--- config.mk ---
export PLATFORM = sky130hd
export DESIGN_NAME = dcm_prog_ctrl
export DESIGN_NICKNAME = d
export VERILOG_FILES = /design/src/rtl/dcm_prog_ctrl.sv
export SDC_FILE = /design/constraint.sdc
export NUM_CORES = 1
export LEC_CHECK = 0
export CAP_MARGIN = 30
export CELL_PAD_IN_SITES_DETAIL_PLACEMENT = 1
export CELL_PAD_IN_SITES_GLOBAL_PLACEMENT = 1
export CORE_MARGIN = 5
export CORE_UTILIZATION = 39
export DETAILED_ROUTE_END_ITERATION = 8
export PLACE_DENSITY_LB_ADDON = 0.1
export SLEW_MARGIN = 25
export SYNTH_ARGS = -nofsm -noshare
export SYNTH_HDL_FRONTEND = slang
export SYNTH_SLANG_ARGS = --single-unit
export TNS_END_PERCENT = 100
--- constraint.sdc ---
create_clock -name clk -period 2.5 [get_ports clk]
set_input_delay 0.5 -clock clk [delete_from_list [all_inputs] [get_ports clk]]
set_output_delay 0.5 -clock clk [all_outputs]
set_load 0.01 [all_outputs]
--- src/rtl/dcm_prog_ctrl.sv ---
// DCM dynamic-programming controller: selects a slow-clock mode,
// strobes it into the clock manager and waits for confirmation.
module dcm_prog_ctrl #(
  parameter int MAX_MODE    = 7,
  parameter int UPD_HOLD    = 4,
  parameter int TIMEOUT_CYC = 16
) (
  input  logic       clk,
  input  logic       rst,
  input  logic       inc,
  input  logic       dec,
  input  logic       apply,
  input  logic [2:0] prog_out,
  output logic [2:0] prog_in,
  output logic       update,
  output logic [2:0] sel,
  output logic       busy,
  output logic       done,
  output logic       err
);

  localparam int HW = $clog2(UPD_HOLD + 1);
  localparam int WW = $clog2(TIMEOUT_CYC + 1);
  localparam logic [2:0]    LP_MAX  = 3'(MAX_MODE);
  localparam logic [HW-1:0] LP_HEND = HW'(UPD_HOLD - 1);
  localparam logic [WW-1:0] LP_WEND = WW'(TIMEOUT_CYC - 1);

  typedef enum logic [1:0] {
    S_IDLE,
    S_ISSUE,
    S_WAIT
  } state_t;

  state_t        r_state, w_state;
  logic [2:0]    r_sel, w_sel;
  logic [2:0]    r_prog, w_prog;
  logic [HW-1:0] r_hcnt, w_hcnt;
  logic [WW-1:0] r_wcnt, w_wcnt;
  logic          r_done, w_done;
  logic          r_err, w_err;

  always_ff @(posedge clk or posedge rst) begin
    if (rst) begin
      r_state <= S_IDLE;
      r_sel   <= '0;
      r_prog  <= '0;
      r_hcnt  <= '0;
      r_wcnt  <= '0;
      r_done  <= 1'b0;
      r_err   <= 1'b0;
    end else begin
      r_state <= w_state;
      r_sel   <= w_sel;
      r_prog  <= w_prog;
      r_hcnt  <= w_hcnt;
      r_wcnt  <= w_wcnt;
      r_done  <= w_done;
      r_err   <= w_err;
    end
  end

  always_comb begin
    w_state = r_state;
    w_sel   = r_sel;
    w_prog  = r_prog;
    w_hcnt  = r_hcnt;
    w_wcnt  = r_wcnt;
    w_done  = 1'b0;
    w_err   = r_err;
    unique case (r_state)
      S_IDLE: begin
        if (apply) begin
          w_prog  = r_sel;
          w_err   = 1'b0;
          w_hcnt  = '0;
          w_state = S_ISSUE;
        end else if (inc && !dec) begin
          if (r_sel < LP_MAX) w_sel = r_sel + 3'd1;
        end else if (dec && !inc) begin
          if (r_sel != 3'd0) w_sel = r_sel - 3'd1;
        end
      end
      S_ISSUE: begin
        if (r_hcnt == LP_HEND) begin
          w_wcnt  = '0;
          w_state = S_WAIT;
        end else begin
          w_hcnt = r_hcnt + 1'b1;
        end
      end
      S_WAIT: begin
        // a match wins over a timeout landing on the same cycle
        if (prog_out == r_prog) begin
          w_done  = 1'b1;
          w_state = S_IDLE;
        end else if (r_wcnt == LP_WEND) begin
          w_err   = 1'b1;
          w_state = S_IDLE;
        end else begin
          w_wcnt = r_wcnt + 1'b1;
        end
      end
      default: w_state = S_IDLE;
    endcase
  end

  // decoded from state so reset drops them without a clock edge
  assign update  = (r_state == S_ISSUE);
  assign busy    = (r_state != S_IDLE);
  assign sel     = r_sel;
  assign prog_in = r_prog;
  assign done    = r_done;
  assign err     = r_err;

endmodule

=== Word-level counts from Yosys, hierarchy flattened ===
Cells that the tools add are included.

* Flip-flop bits (word level): 18
* Bits in latches: 0
* RAM bits: 0
* Memory bits (read-only): 0
* Input bits: 8
* Output and inout port bits: 10
* Memories kept: 0

* Add/sub/neg operators: 4
* Multiply operators: 0
* Divide/modulo/power cells: 0
* Magnitude comparators: 1
* Equal/unequal tests: 13
* Shift operators: 0
* Muxes and demuxes: 22
* Bitwise operators: 1
* Reduce and logical (&&, ||, !) cells: 18

{| class="wikitable"
|+ Operator list
! cell !! count
|-
| $mux 3 || 6
|-
| $mux 5 || 3
|-
| $reduce_bool 2->1 || 6
|-
| $ne 2x2->1 const B || 5
|-
| $pmux 5 s2 || 1
|-
| $mux 2 || 4
|-
| $reduce_and 4->1 || 2
|-
| $add 3x1->3 const B || 2
|-
| $pmux 2 s3 || 1
|-
| $pmux 3 s2 || 1
|-
| $reduce_and 3->1 || 2
|-
| $add 5x1->5 const B || 1
|-
| $eq 5x4->1 const B || 1
|-
| $mux 1 || 5
|-
| $reduce_and 5->1 || 1
|-
| $ne 2x1->1 const B || 2
|-
| $eq 3x2->1 const B || 1
|-
| $eq 3x3->1 || 1
|-
| $lt 3x3->1 const B || 1
|-
| $ne 3x3->1 const B || 1
|-
| $reduce_bool 3->1 || 1
|-
| $sub 3x1->3 const B || 1
|-
| $eq 2x1->1 const B || 1
|-
| $eq 2x2->1 const B || 1
|-
| 6 further kinds || 8
|}

=== Logic depth before layout (Yosys ltp) ===
* Depth after elaboration: 4
* Depth in mapped cells: 9

=== Worst setup path after synthesis ===
OpenSTA, ideal clock, no wires.

* Kind: in2reg
* Start point: input dec
* End point: register r_sel[2], in the netlist sel[2]
* Data arrival time: 1,945 ps
* Data required time: 2,374 ps
* Slack: 429 ps
* Cell stages on the path: 9
* Path buffers: 1
* Cells stage by stage: inv_1 > ha_1 > clkbuf_1 > inv_1 > fa_1 > and2_1 > a21oi_1 > nor3_1 > a221o_1

* Cells in the longest elaborated chain, start to end: 4
* Elaborated cells between the ends (all ways): 8

{| class="wikitable"
|+ Ends and longest elaborated chain
! what !! RTL line !! text
|-
| from (decl) || 11 || <nowiki>input logic dec,</nowiki>
|-
| $logic_not 1->1 || 77 || <nowiki>end else if (inc && !dec) begin</nowiki>
|-
| $logic_and 1x1->1 || 77 ||
|-
| $ne 2x1->1 (no source line) / $reduce_bool 2->1 (equally long branches) || - ||
|-
| $reduce_and 5->1 (no source line) || - ||
|-
| to (signal assigned) || 53 || <nowiki>r_sel <= w_sel;</nowiki>
|-
| to (decl) || 35 || <nowiki>logic [2:0] r_sel, w_sel;</nowiki>
|}

Parallel ways exist; a longest one is shown, timed or not.
A chain may end at the register's enable or synchronous reset.

=== Worst setup path in the final report ===
* Start point: register r_state[1]
* End point: output update

* Cells in the longest elaborated chain, start to end: 1

{| class="wikitable"
|+ Ends and longest elaborated chain
! what !! RTL line !! text
|-
| from (decl) || 34 || <nowiki>state_t r_state, w_state;</nowiki>
|-
| from (signal assigned) || 52 || <nowiki>r_state <= w_state;</nowiki>
|-
| $eq 2x1->1 || 108 || <nowiki>assign update = (r_state == S_ISSUE);</nowiki>
|-
| to (decl) || 15 || <nowiki>output logic update,</nowiki>
|}

No other way between the ends.

==> impl_metrics.tcl <==
set metrics [dict create \
    outcome "complete, no violations" \
    syn_nets 116 \
    start_util 0.4079 \
    viasPerCell 5.300 \
    rsz0062_at_grt "false" \
    syn_inst 102 \
    worstPathArrival_ns 1.64 \
    synth-compound-area-share 0.1693 \
    synth_top_family_by_area "simple AND/OR/NAND/NOR gates" \
    syn_to_final_growth_pct 23.19 \
    slew_viol_final 0 \
    die_w_um 61.14 \
    htreeDepth 1 \
    core_area_um2 2500 \
    fin_ws_ns 0.3623 \
    startpoint "r_state[1]" \
    yosysSeqAreaShare 0.4417 \
    drt-initial-drc-count 6 \
    clockRootBuffer "clkbuf_4" \
    period_share 0.8551 \
    synth_ff_type "dfrtp_1" \
    synth.most_common_cell "dfrtp_1" \
    muxShareOfSynthArea 0.04294 \
    grt_max_degree 19 \
    tightest_slew_ns 0.6954 \
    critPathCaptureType "output pin" \
    fin_nets 135 \
    avgSynthCellArea_um2 9.997 \
    rr_startpoint "r_wcnt[0]" \
    io_pins 18 \
    dieArea_um2 3737 \
    ys_ff_latch 18 \
    fin_skew_ns 0.003877 \
    min_from "r_hcnt[0]" \
    yosysTopAreaCellShare 0.4417 \
    cts.reportedPaths.clkPinSlew_ns 0.11 \
    drt_wl_total_mm 2.192 \
    antenna_found_initial 0 \
    grt_pass1_wl_mm 3.705 \
    yosys.area_share.adder 0.08098 \
    synth_warnings 0 \
    firstDrtPassIters 3 \
    critPathRequiredTime_ns 2.00 \
    drive_above_1_share 0.1333 \
    gr-usage-all-layers 0.1352 \
    cp-start-kind "register" \
    cts_buffers 3 \
    avgRoutedWirePerCell_um 14.61 \
    die_h_um 61.14 \
    num_rows 18 \
    synth-edff-count 0 \
    p_leak_nw 0.5543 \
    hpwl_mm 1.696 \
    antenna_cells 0 \
    fill_cells 288 \
    post_cts_buffers 0 \
    synth_area_leaders "dfrtp_1 44%, ha_1 6.1%, inv_1 4.0%" \
    antenna_left 0 \
    power.density_nw_per_um2 1121 \
    grt_pass1_vias 829 \
    min_period_ns 2.138 \
    hold_violations 0 \
    timing.hold.ws_ns 0.5099 \
    synthArstFlopShare 1.000 \
    remaining_drc_errors 0 \
    ctsResizeCount 0 \
    synth_cell_type_count 37 \
    tritoncts "done" \
    grt_overflow_total 0 \
    insertion_delay_ns 0.30 \
    irDropWorstVdd_mv 0.6279 \
    worstSetupPathType "register to output pin" \
    crit_fanout 12 \
    synth.top_cells.by_count "18 x dfrtp_1, 11 x inv_1, 7 x nand2_1" \
    hold_path.class "register to register" \
    routed-via-count 795 \
    yosysTopAreaCell "dfrtp_1" \
    clock.fmax_ghz 0.4678 \
    synth-simple-area-share 0.1767 \
    final-setup-viol-count 0 \
    dpl_worst_slack_ns 0.1470 \
    synth_area_um2 1020 \
    cap_violations 0 \
    synth_xor_area_frac 0.02577 \
    cts.path.max_buffers 2 \
    clock-sinks 18 \
    setup_tns_ns 0 \
    slew-limit-headroom 0.5359 \
    holdBufCountCts 0 \
    gp_congestion 0.7606 \
    port_buffers 17 \
]
==> critical path, cell delays in order, from the launching register on <==
cell	delay, ns
dfrtp_1	0.51
and2b_2	0.29
clkdlybuf4s50_1	0.54
==> cell families after synthesis <==
family | after synthesis
flip-flops | 18
multiplexers | 4
AO/OA/AOI/OAI | 23
buffers and inverters | 16
XOR/XNOR | 3
AND/OR/NAND/NOR | 32
adder cells (fa/ha/maj) | 6
==> report_power, final <==
part / switching (W) / internal (W)
combinational: 0.000304 / 0.000359
sequential: 0.000162 / 0.000400
clock: 0.0000942 / 0.0000888
total: 0.000561 / 0.000848
==> final cells by class <==
class | instances | area (um^2) | area share
clock buffer | 4 | 36.28 | 0.02888
inverter | 11 | 41.29 | 0.03287
tap | 30 | 37.54 | 0.02988
sequential | 18 | 450.4 | 0.3586
timing repair buffer | 19 | 185.2 | 0.1474
multi-input combinational | 68 | 505.5 | 0.4024
==> cell usage in the layout (no fill, tap or decap), types with 4 or more instances in the layout <==
| cell | netlist | layout |
|---|---|---|
| clkdlybuf4s50_1 | 0 | 17 |
| dfrtp_1 | 18 | 18 |
| ha_1 | 5 | 5 |
| inv_1 | 11 | 11 |
| nand2_1 | 7 | 7 |
| nand3_1 | 4 | 4 |
| nor2_1 | 6 | 6 |
| o21ai_0 | 5 | 5 |
==> state kept, by name, summed over array words and instances, names as in the netlist <==
register and cells:
r_wcnt 5, err 1, done 1, r_hcnt 3, prog_in 3, sel 3
r_state 2
==> final timing paths <==
kind / endpoint / slack [ns] / cells past startpoint
worst max-delay path: update / 0.36 / 2
worst min-delay path: r_hcnt[0] / 0.51 / 1
worst max register to register: r_wcnt[3] / 0.53 / 7
worst min register to register: r_hcnt[0] / 0.51 / 1
max in group asynchronous: r_wcnt[1] / 1.46 / 2
min in group asynchronous: sel[1] / 0.60 / 2
==> metrics by stage <==
stage	instances	util	cell area, um^2	power, W
5_1_grt	150	0.5025	1256	0.001520
3_5_place_dp	146	0.4880	1220	0.001242
6_report	150	0.5025	1256	0.001409
2_1_floorplan	102	-	1020	0.0009664
4_1_cts	150	0.5025	1256	0.001435
3_3_place_gp	146	0.4880	1220	0.001214
==> layer usage <==
layer / up-vias / wire (um) / track usage
met5: - / 0 / 0
met4: 0 / 35 / 0.07430
met3: 4 / 131 / 0.01887
met2: 16 / 1033 / 0.2281
met1: 376 / 992 / 0.1654
li1: 399 / - / -
Power figures use the tool's default switching activity.
